## config.mk

```make
export PLATFORM = sky130hd
export DESIGN_NAME = conv_bitserial_seq
export DESIGN_NICKNAME = d
export VERILOG_FILES = /design/src/rtl/conv_bitserial_seq.sv
export SDC_FILE = /design/constraint.sdc
export NUM_CORES = 1
export LEC_CHECK = 0
export CORE_MARGIN = 1.5
export CORE_UTILIZATION = 43
export CTS_BUF_LIST = sky130_fd_sc_hd__clkbuf_4 sky130_fd_sc_hd__clkbuf_8
export DETAILED_ROUTE_END_ITERATION = 7
export MAX_ROUTING_LAYER = met4
export PLACE_DENSITY = 0.73
export SETUP_SLACK_MARGIN = 0.02
export SYNTH_ARGS = -nofsm -noshare
export SYNTH_HDL_FRONTEND = slang
export SYNTH_SLANG_ARGS = --single-unit
```

## constraint.sdc

```tcl
create_clock -name clk -period 2.1 [get_ports clk]
set_input_delay 0.42 -clock clk [delete_from_list [all_inputs] [get_ports clk]]
set_output_delay 0.42 -clock clk [all_outputs]
set_load 0.01 [all_outputs]
```

## src/rtl/conv_bitserial_seq.sv

```systemverilog
// Bit-serial sequencer for a 4-input, 2-bit-output LUT. It streams four activation
// words LSB-first into the LUT and sums the returned values, weighting each by 2^k.
module conv_bitserial_seq #(
    parameter int DATA_W = 8
) (
    input  logic                clk,
    input  logic                rst,
    input  logic                clear,
    input  logic                in_valid,
    output logic                in_ready,
    input  logic [DATA_W-1:0]   act_1,
    input  logic [DATA_W-1:0]   act_2,
    input  logic [DATA_W-1:0]   act_3,
    input  logic [DATA_W-1:0]   act_4,
    output logic                lut_bit1,
    output logic                lut_bit2,
    output logic                lut_bit3,
    output logic                lut_bit4,
    input  logic                lut_dout1,
    input  logic                lut_dout2,
    output logic                out_valid,
    input  logic                out_ready,
    output logic [DATA_W+1:0]   result,
    output logic                busy
);

    localparam int ACC_W = DATA_W + 2;
    localparam int CNT_W = (DATA_W > 1) ? $clog2(DATA_W) : 1;

    localparam logic [1:0] IDLE = 2'd0;
    localparam logic [1:0] RUN  = 2'd1;
    localparam logic [1:0] DONE = 2'd2;

    logic [1:0]              state;
    logic [3:0][DATA_W-1:0]  sr;
    logic [CNT_W-1:0]        cnt;
    logic [ACC_W-1:0]        acc;
    logic [3:0]              lut_bits;
    logic                    last;
    logic [ACC_W-1:0]        term;

    assign last = (cnt == CNT_W'(DATA_W - 1));
    assign term = ACC_W'({lut_dout2, lut_dout1}) << cnt;

    // lut_bits is its own register so the LUT inputs never glitch; it always holds
    // the bit-plane the accumulator will sample on the next edge.
    always_ff @(posedge clk or posedge rst) begin
        if (rst) begin
            state    <= IDLE;
            sr       <= '0;
            cnt      <= '0;
            acc      <= '0;
            lut_bits <= '0;
        end else if (clear) begin
            state    <= IDLE;
            sr       <= '0;
            cnt      <= '0;
            acc      <= '0;
            lut_bits <= '0;
        end else begin
            case (state)
                IDLE: begin
                    if (in_valid) begin
                        sr       <= {act_4, act_3, act_2, act_1};
                        lut_bits <= {act_4[0], act_3[0], act_2[0], act_1[0]};
                        cnt      <= '0;
                        acc      <= '0;
                        state    <= RUN;
                    end
                end
                RUN: begin
                    acc <= acc + term;
                    for (int i = 0; i < 4; i++) begin
                        sr[i] <= sr[i] >> 1;
                    end
                    if (last) begin
                        cnt      <= '0;
                        lut_bits <= '0;
                        state    <= DONE;
                    end else begin
                        cnt      <= cnt + 1'b1;
                        lut_bits <= {sr[3][1], sr[2][1], sr[1][1], sr[0][1]};
                    end
                end
                DONE: begin
                    if (out_ready) begin
                        state <= IDLE;
                    end
                end
                default: state <= IDLE;
            endcase
        end
    end

    assign in_ready  = (state == IDLE);
    assign out_valid = (state == DONE);
    assign busy      = (state != IDLE);
    assign result    = acc;
    assign lut_bit1  = lut_bits[0];
    assign lut_bit2  = lut_bits[1];
    assign lut_bit3  = lut_bits[2];
    assign lut_bit4  = lut_bits[3];

endmodule

```

==> reports/metrics.cfg, run 1 <==
[place]
place_congestion = 0.931
placement.io_buffers = 55
hpwlAfterDp_mm = 4.27
preCtsSetupSlack_ns = -0.747
post-place-cells = 415

[floorplan]
design.core.area_mm2 = 0.00554
io_pins = 56
die_height_um = 79.2
core.rowCount = 27
horizontal_die_dimension_um = 79.2
effective_utilization_at_floorplan_pct = 45.1
die_area_mm2 = 0.00627

[cts]
htreeDepth = 2
cts_num_sinks = 47
clock_latency_late_sink_ns = 0.30
root_buffer = clkbuf_8
clk_path_buf_depth = 2
cts_inserted_buffers = 5
cts_tree = done
cts.reportedPaths.clkPinSlew_ns = 0.09

[logic_synthesis]
synth_top_cell_by_area = dfrtp_1
yosysSeqAreaShare_pct = 47.1
synth.distinct_cells = 40
syn_area_mm2 = 0.00250
synth.top_cells.by_count = nand2_1 (55), dfrtp_1 (47), o21ai_0 (31)
synth_nets = 319
synthesis.yosys.warnings = 0
yosys-top-cells-area = dfrtp_1 (47%), nand2_1 (8.3%), a22oi_1 (7.5%)
postSynthRegisterBits = 47
syn-mean-instance-area_um2 = 9.32
yosysTopAreaCellShare_pct = 47.1
synth-edff-count = 0
async_flop_share_pct = 100
synth-main-ff-cell = dfrtp_1
synthesis.instances = 268
synthMostInstantiatedCell = nand2_1

[critical_path]
critical_path_required_ns = 2.30
worst-path-stages = 9
path_max_fanout = 4
critical_path.cell_chain = nand2b_4, mux2i_2, nor2b_2, ha_1, nor2b_4, o31a_1, o21a_1, or3_1, a32o_1
reg2reg_depth = 9
path_delay_family = simple AND/OR/NAND/NOR gates
critPathKind = flop to flop
count_of_buffer_and_inverter_cells_on_the_critical_path = 0
cp_slowest_stage_delay_ns = 0.43
kind_of_start_point_of_the_critical_path = flop
worst_ep_arrival_time_ns = 2.63
worst_setup_path_end_kind = flop
cpMaxStageDelayCell = dfrtp_1

[routing]
vias = 2270
avgRoutedWirePerCell_um = 14.3
antenna_viol_nets_final = 0
drt_pre_antenna_iters = 5
post-route-drc-count = 0
drt_iter0_drc = 77
drt-total-wl_mm = 6.14
post_drt_via_cell_ratio = 5.28

[timing]
clock_period_minus_worst_slack_ns = 2.44
grt_setup_unrepaired = yes
post-route-worst-setup-slack_ns = -0.339
final_layout_setup_total_negative_slack_ns = -1.48
hold_viol = 0
worst-slew-pin-transition_ns = 0.484
setup_viol = 6
final-max-slew-violation-count = 0
fmax_achieved_ghz = 0.410
final_min_period_over_clock_period_pct = 116
worst_slack_on_hold_paths_ns = 0.444
slew_headroom_pct = 67.6
skew_ns = 0.00611

[job]
maxCapViolations = 0

[grt]
globalRouteOverflowTotal = 0
grt_first_pass_wirelength_mm = 10.5
grtUsageTotal_pct = 22.0
number_of_antenna_violations_at_the_first_check_in_global_routing = 0
grt_pass1_vias = 2292
largest_net_degree_at_the_start_of_global_routing = 33

[power]
p_per_area_mw_per_mm2 = 529
ir_worst_vdd_mv = 0.323
p_leak_nw = 1.58

[layout]
antenna_diode_count = 0
area.growth.synth_to_final_pct = 45.3
finish.cell_count_without_fillers = 430
final_layout_size_suffix_gt1_share_pct = 21.2
final_net_count = 408

[outcome]
failed_checks = setup timing
status = finished, violations left

[hold_path]
holdCritPathClass = primary input to asynchronous set/reset pin

==> power by group <==
| group | switching, mW | leakage (nW) | total, mW | internal, mW |
|---|---|---|---|---|
| registers | 0.0371 | 0.628 | 0.999 | 0.962 |
| logic | 0.163 | 0.905 | 0.359 | 0.197 |
| clock network | 0.314 | 0.0446 | 0.560 | 0.246 |
| total | 0.513 | 1.58 | 1.92 | 1.41 |
==> sequential cells by signal, summed over array words and instances (netlist names) <==
signal / count
cnt: 3
result: 10
sr: 28
lut_bits: 4
state: 2
==> routing by layer <==
metal	track usage (%)	vias up	share of wire, %
met1	28.1	1065	45
met4	6.49	0	1.2
met3	4.60	8	5.1
li1	-	1129	-
met2	35.3	68	48
met5	-	-	0
==> worst paths after layout <==
kind	to	slack, ns	from
worst max-delay path	result[6]	-0.34	cnt[0]
worst min-delay path	result[4]	0.44	rst
worst max register to register	result[6]	-0.34	cnt[0]
worst min register to register	sr[29]	0.49	sr[29]
max in group asynchronous	sr[5]	1.05	rst
min in group clk	sr[29]	0.49	sr[29]
==> kinds of logic after synthesis <==
group	Yosys count	synth area share, %
compound gates	93	24.1
simple gates	86	15.3
flops	47	47.1
buf+inv	23	4.41
fa+ha+maj	12	6.31
mux	4	1.65
xor+xnor	3	1.05
==> final cells by class <==
type                            count  area, µm²
Sequential cell                    47       1180
Fill cell                         470       1910
Inverter                            9       33.8
Multi-Input combinational cell    198       1330
Tap cell                           72       90.1
Timing Repair Buffer               96        908
Clock inverter                      2       12.5
Clock buffer                        6       76.3
==> stage by stage <==
stage               power (mW)  cell area, µm²  util, %
detailed placement        1.35            3400     61.4
global placement          1.35            3400     61.4
finish                    1.92            3630     65.5
global route              2.03            3630     65.5
CTS                       1.94            3570     64.5
floorplan                 1.17            2520        -
==> repair_timing <==
item / in CTS / in global routing
endpoints found under the setup margin: 7 / 8
setup buffers: 5 / 2
hold buffers: 0 / 0
pin swaps: 8 / 3
hold endpoints to repair: 0 / 0
gates resized for setup: 15 / 9
==> placed cells by master, fill, tap and decap left out, types with 2 or more instances in the layout <==
cell type,Yosys,routed
nand2_1,55,55
clkdlybuf4s50_1,0,52
dfrtp_1,47,47
buf_4,0,37
o21ai_0,31,29
a22oi_1,25,25
o21ai_1,9,11
nor2_1,13,10
ha_1,11,9
inv_1,9,7
o211ai_1,5,5
clkbuf_8,2,5
a22o_1,4,4
buf_12,0,4
xor2_1,3,3
a21oi_1,4,3
a211oi_1,3,3
nor2_4,0,2
and2b_4,2,2
nand2b_4,1,2
o21a_1,2,2
mux2i_2,0,2
inv_2,0,2
nand2b_1,3,2
dlygate4sd2_1,0,2
Note: power is estimated with default switching activity, not from simulation.
==> inputs of run 2 (changes only) <==
--- a/config.mk
+++ b/config.mk
@@ -6,11 +6,11 @@
 export NUM_CORES = 1
 export LEC_CHECK = 0
 export CORE_MARGIN = 1.5
-export CORE_UTILIZATION = 43
+export CORE_UTILIZATION = 40
 export CTS_BUF_LIST = sky130_fd_sc_hd__clkbuf_4 sky130_fd_sc_hd__clkbuf_8
 export DETAILED_ROUTE_END_ITERATION = 7
 export MAX_ROUTING_LAYER = met4
-export PLACE_DENSITY = 0.73
+export PLACE_DENSITY = 0.68
 export SETUP_SLACK_MARGIN = 0.02
 export SYNTH_ARGS = -nofsm -noshare
 export SYNTH_HDL_FRONTEND = slang
==> run 2 against run 1 <==
  * The run still ends with setup timing left
  * Core utilization fell by 6.5 points
  * Register-to-register slack barely moved
  * Critical path depth did not move
  * Sequential cell count did not move
  * Clock power rose by 2%
  * Non-clock buffer count fell by 12
  * Critical path type unchanged
  * Highest routed layer unchanged
==> reports/metrics.cfg, run 2 (synthesized netlist as in run 1, its figures left out) <==
[cts]
cts_num_sinks = 47
cts_hold_buffers = 0
cts.reportedPaths.clkPinSlew_ns = 0.10
clk_path_buf_depth = 2
clock_latency_late_sink_ns = 0.30
cts_inserted_buffers = 5
root_buffer = clkbuf_8
cts_tree = done
htreeDepth = 2

[critical_path]
path_max_fanout = 4
worst_setup_path_end_kind = flop
count_of_buffer_and_inverter_cells_on_the_critical_path = 0
critical_path.cell_chain = nand2b_4, mux2i_2, nor2b_4, ha_4, nor2b_4, o31a_1, o21a_1, or3_1, a32o_1
worst_ep_arrival_time_ns = 2.64
kind_of_start_point_of_the_critical_path = flop
timing.reg2reg.setup_slack_ns = -0.35
reg2reg_depth = 9
crit_path_frequent_cell = nor2b_4
critical_path_required_ns = 2.30
critPathKind = flop to flop
path_delay_family = simple AND/OR/NAND/NOR gates
r2r_end = result[6]
cpMaxStageDelayCell = dfrtp_2
cp_slowest_stage_delay_ns = 0.46
rr_startpoint = cnt[0]

[grt]
gr-usage-met3_pct = 4.44
groute.layer.met2.usage_pct = 31.9
grt_first_pass_wirelength_mm = 9.65
grt_pass1_vias = 2186
largest_net_degree_at_the_start_of_global_routing = 73
number_of_antenna_violations_at_the_first_check_in_global_routing = 0
use_met1_pct = 24.1
grtUsageTotal_pct = 19.3
globalRouteOverflowTotal = 0
grt_busiest_layer = met2

[layout]
largest_register = sr
most_frequent_standard_cell_in_the_layout_excluding_fill_and_tap_cells = nand2_1
most_frequent_cells_in_the_layout = nand2_1 (55), clkdlybuf4s50_1 (53), dfrtp_1 (46)
largest_register_ffs = 28
final_layout_size_suffix_gt1_share_pct = 18.8
multi_input_comb_area_mm2 = 0.00133
antenna_diode_count = 0
fillers = 548
final_net_count = 396
sequential_cell_area_mm2 = 0.00118
area.growth.synth_to_final_pct = 41.7

[power]
p_per_area_mw_per_mm2 = 545
intPower_mw = 1.40
seq_power_share_pct = 51.9
comb_power_share_pct = 18.5
ir_worst_vdd_mv = 0.373
power.clock.fraction_pct = 29.7
p_leak_nw = 1.51
power.switching_uw = 527
switching_share_pct = 27.4
p_total_mw = 1.93

[routing]
drt_iter0_drc = 73
antenna_viol_nets_final = 0
drt_pre_antenna_iters = 5
vias = 2199
post-route-drc-count = 0
drt-total-wl_mm = 5.74
avgRoutedWirePerCell_um = 13.6
post_drt_via_cell_ratio = 5.22

[timing]
setup_viol = 6
skew_ns = 0.00803
clock_period_minus_worst_slack_ns = 2.45
hold_viol = 0
fmax_achieved_ghz = 0.408
post-route-worst-setup-slack_ns = -0.349
worst-slew-pin-transition_ns = 0.432
final-max-slew-violation-count = 0
final_min_period_over_clock_period_pct = 117
slew_headroom_pct = 71.1
final_layout_setup_total_negative_slack_ns = -1.17
grt_setup_unrepaired = yes

[floorplan]
die_area_mm2 = 0.00673
io_pins = 56
effective_utilization_at_floorplan_pct = 41.7
die_height_um = 82.0
horizontal_die_dimension_um = 82.0
core.rowCount = 28
design.core.area_mm2 = 0.00599

[outcome]
status = finished, violations left
failed_checks = setup timing

[place]
placement.io_buffers = 55
place_congestion = 0.920
hpwlAfterDp_mm = 3.99

[hold_path]
holdCritPathClass = primary input to asynchronous set/reset pin

[job]
maxCapViolations = 0

==> run 2: cell types whose count changed in the layout (fill, tap and decap cells not counted), sizes merged <==
cell | previous run | this run
inv | 9 | 11
clkbuf | 6 | 5
clkinvlp | 1 | 0
dlymetal6s2s | 1 | 0
buf | 41 | 29
clkdlybuf4s50 | 52 | 53
==> run 2: per-stage QoR <==
| stage | cell area, µm² | hold WS, ns | utilization, % | cells | worst slack [ns] |
|---|---|---|---|---|---|
| final | 3540 | 0.467 | 59.1 | 421 | -0.349 |
| after global routing | 3540 | 0.517 | 59.1 | 421 | -0.437 |
| after CTS | 3490 | 0.471 | 58.2 | 419 | -0.338 |
| after detailed placement | 3330 | 0.470 | 55.6 | 410 | -0.737 |
| after global placement | 3330 | 0.461 | 55.6 | 410 | -0.696 |
| after floorplan | 2520 | 0.450 | - | 268 | -0.223 |
==> run 2: worst max-delay path by stage <==
stage	slack, ns	start	cells after the start	to
6_report	-0.35	cnt[0]	9	result[6]
5_1_grt	-0.44	cnt[0]	9	result[6]
4_1_cts	-0.34	cnt[0]	9	result[6]
3_5_place_dp	-0.74	lut_dout1	11	result[8]
3_3_place_gp	-0.70	lut_dout1	10	result[9]
2_1_floorplan	-0.22	cnt[0]	9	result[6]
==> run 2: power by group through the flow <==
stage	clock network, mW	registers (mW)	logic (mW)
global placement	0	1.01	0.323
finish	0.572	0.999	0.356
detailed placement	0	1.02	0.326
global route	0.622	1.01	0.393
CTS	0.599	1.00	0.343
floorplan	0	1.01	0.159
==> run 2: layout make-up <==
type,count,area share (%)
clock buffer,5,1.94
timing repair buffer,84,22.9
inverter,9,1.03
sequential,47,33.3
tap,75,2.65
clock inverter,3,0.636
multi-input combinational,198,37.6
==> run 2: metal layers <==
metal / vias to the layer above / routed length [µm]
met5: - / 0
met4: 0 / 52
met3: 5 / 286
met1: 1044 / 2610
li1: 1102 / -
met2: 48 / 2790
==> run 2: what timing repair did <==
| action | 4_1_cts | 5_1_grt |
|---|---|---|
| pin swaps | 8 | 8 |
| gates resized for setup | 17 | 10 |
| setup buffers | 1 | 3 |
| endpoints found under the setup margin | 7 | 8 |
| cloned | 0 | 0 |
==> run 2: worst reg2reg max path, cell delays in order (launching register included) <==
cell and delay [ns]:
dfrtp_2 0.46, nand2b_4 0.17, mux2i_2 0.16, nor2b_4 0.19
ha_4 0.21, nor2b_4 0.12, o31a_1 0.29, o21a_1 0.20
or3_1 0.30, a32o_1 0.24
==> inputs of run 3 (changes only) <==
--- a/config.mk
+++ b/config.mk
@@ -5,12 +5,13 @@
 export SDC_FILE = /design/constraint.sdc
 export NUM_CORES = 1
 export LEC_CHECK = 0
+export ABC_AREA = 1
 export CORE_MARGIN = 1.5
 export CORE_UTILIZATION = 40
 export CTS_BUF_LIST = sky130_fd_sc_hd__clkbuf_4 sky130_fd_sc_hd__clkbuf_8
 export DETAILED_ROUTE_END_ITERATION = 7
 export MAX_ROUTING_LAYER = met4
-export PLACE_DENSITY = 0.68
+export PLACE_DENSITY = 0.67
 export SETUP_SLACK_MARGIN = 0.02
 export SYNTH_ARGS = -nofsm -noshare
 export SYNTH_HDL_FRONTEND = slang
==> run 3 against run 2 <==
  * Count of clock-buffer cells in the layout is 1 higher
  * Total power up 23%
  * Design area up 5.4%
  * Sequential share of layout area fell by 1.7 points
  * Combinational power increased by 100%
  * Global-route usage shrank 0.44 points
  * Hold slack worse by 0.11 ns
  * The run now ends clean
  * Highest routed layer unchanged
  * Setup slack improved by 0.37 ns
  * Non-clock buffer count is 6 lower
  * First-iteration DRC count increased by 67%
  * Wire length is 14% higher
  * Sequential power increased by 8%
==> reports/metrics.cfg, run 3 <==
[layout]
most_frequent_standard_cell_in_the_layout_excluding_fill_and_tap_cells = nand2_1
antenna_diode_count = 0
fillers = 614
final_layout_size_suffix_gt1_share_pct = 20.0
final_net_count = 474
area.growth.synth_to_final_pct = 34.8
largest_register = sr
most_frequent_cells_in_the_layout = nand2_1 (94), clkdlybuf4s50_1 (53), dfrtp_1 (45)
largest_register_ffs = 28

[logic_synthesis]
synth.top_cells.by_count = nand2_1 (97), dfrtp_1 (47), inv_1 (47)
async_flop_share_pct = 100
synth.distinct_cells = 38
synthMostInstantiatedCell = nand2_1
yosys-top-cells-area = dfrtp_1 (42%), nand2_1 (13%), inv_1 (6.4%)
synth-main-ff-cell = dfrtp_1
synth_top_cell_by_area = dfrtp_1
synth-edff-count = 0
postSynthRegisterBits = 47
synthesis.yosys.warnings = 0
syn_area_mm2 = 0.00277
syn-mean-instance-area_um2 = 7.91
yosysSeqAreaShare_pct = 42.5
synth_nets = 401
yosysTopAreaCellShare_pct = 42.5
synthesis.instances = 350

[timing]
grt_setup_unrepaired = yes
skew_ns = 0.00971
setup_viol = 0
post-route-worst-setup-slack_ns = 0.0172
hold_viol = 0
worst_slack_on_hold_paths_ns = 0.357
clock_period_minus_worst_slack_ns = 2.08
worst-slew-pin-transition_ns = 0.349
fmax_achieved_ghz = 0.480
slew_headroom_pct = 76.7
final-max-slew-violation-count = 0
final_layout_setup_total_negative_slack_ns = 0
final_min_period_over_clock_period_pct = 99.2

[routing]
post_drt_via_cell_ratio = 4.95
drt_iter0_drc = 122
post-route-drc-count = 0
vias = 2494
drt-total-wl_mm = 6.54
avgRoutedWirePerCell_um = 13.0
antenna_viol_nets_final = 0
drt_pre_antenna_iters = 6

[cts]
clock_latency_late_sink_ns = 0.30
clk_path_buf_depth = 2
htreeDepth = 2
root_buffer = clkbuf_8
cts_tree = done
cts_inserted_buffers = 5
cts.reportedPaths.clkPinSlew_ns = 0.09
cts_num_sinks = 47

[hold_path]
holdCritPathClass = primary input to asynchronous set/reset pin

[critical_path]
kind_of_start_point_of_the_critical_path = flop
critical_path_required_ns = 2.30
worst_setup_path_end_kind = flop
worst_ep_arrival_time_ns = 2.28
path_max_fanout = 5
critPathKind = flop to flop

[place]
place_congestion = 0.923
placement.io_buffers = 55
hpwlAfterDp_mm = 4.55
preCtsSetupSlack_ns = -0.422

[grt]
globalRouteOverflowTotal = 0
grt_pass1_vias = 2508
grt_first_pass_wirelength_mm = 11.0
largest_net_degree_at_the_start_of_global_routing = 33
grtUsageTotal_pct = 18.9
number_of_antenna_violations_at_the_first_check_in_global_routing = 0

[floorplan]
design.core.area_mm2 = 0.00676
effective_utilization_at_floorplan_pct = 41.0
io_pins = 56
die_area_mm2 = 0.00743
die_height_um = 86.2
core.rowCount = 30
horizontal_die_dimension_um = 86.2

[power]
p_total_mw = 2.37
p_leak_nw = 1.74
p_per_area_mw_per_mm2 = 635
ir_worst_vdd_mv = 0.376

[outcome]
status = finished, final reports clean

[job]
maxCapViolations = 0

## run 3: cell count changes after synthesis, moves of 5 or more
cell      change
nand2_1      +42
inv_1        +38
a22oi_1      -24
nand3_1      +16
o21ai_2      +13
clkbuf_1      -9
nor2_1        +8
o21ai_1       +8
buf_4         +5
## run 3: final timing paths
| path | from | endpoint | slack [ns] | cells after the start |
|---|---|---|---|---|
| max | cnt[0] | result[8] | 0.02 | 13 |
| min | rst | lut_bits[3] | 0.36 | 2 |
| max reg2reg | cnt[0] | result[8] | 0.02 | 13 |
| min reg2reg | sr[7] | sr[7] | 0.51 | 2 |
| max in group asynchronous | rst | cnt[0] | 1.27 | 3 |
| min in group clk | sr[7] | sr[7] | 0.51 | 2 |
## run 3: routing by layer
| layer | global-route usage, % | share of wire [%] | vias up | routed length, µm |
|---|---|---|---|---|
| met2 | 33.0 | 49 | 54 | 3180 |
| met4 | 4.69 | 1.3 | 0 | 82 |
| met5 | - | 0 | - | 0 |
| li1 | - | - | 1268 | - |
| met3 | 3.14 | 3.9 | 12 | 253 |
| met1 | 22.9 | 46 | 1160 | 3020 |
## run 3: area by class of cell
class                           count  area [µm²]  share of cell area, %
Sequential cell                    47        1180                   31.6
Inverter                           52         200                   5.37
Clock buffer                        6        76.3                   2.05
Tap cell                           80         100                   2.68
Timing Repair Buffer               78         758                   20.3
Multi-Input combinational cell    239        1400                   37.5
Clock inverter                      2        17.5                  0.470
## run 3: kinds of logic after synthesis
logic type,after synthesis,share of synthesized area (%)
AND/OR/NAND/NOR,146,22.7
AO/OA/AOI/OAI,77,17.2
buffers and inverters,64,10.5
flip-flops,47,42.5
adder cells (fa/ha/maj),12,5.70
XOR/XNOR,3,0.950
multiplexers,1,0.362
## run 3: where the power goes
group	internal [mW]	switching [mW]
logic	0.318	0.395
registers	1.02	0.0594
clock network	0.253	0.320
total	1.59	0.774
## run 3: through the flow
step,instances,util (%),area [µm²]
final,504,55.2,3730
after global routing,504,55.2,3730
after CTS,501,53.5,3620
after detailed placement,493,52.0,3510
after global placement,493,52.0,3510
after floorplan,350,-,2770
## run 3: what timing repair did
item	CTS	global route
buffers inserted	0	3
hold buffers	0	0
pin swaps	3	9
resized for setup	6	28
setup endpoints to repair	5	7
cloned	0	0
## run 3: worst max-delay path, cell delays in order (launching register included)
cell and delay, ns:
dfrtp_2 0.46, mux2i_2 0.17, nor2_1 0.11, inv_1 0.07, nor2_2 0.16, inv_2 0.05, fa_2 0.34, nand3b_1 0.19
nand2_2 0.12, nand3_2 0.08, nand2_2 0.08, nand2_1 0.05, nand2_1 0.05, o21ai_1 0.05
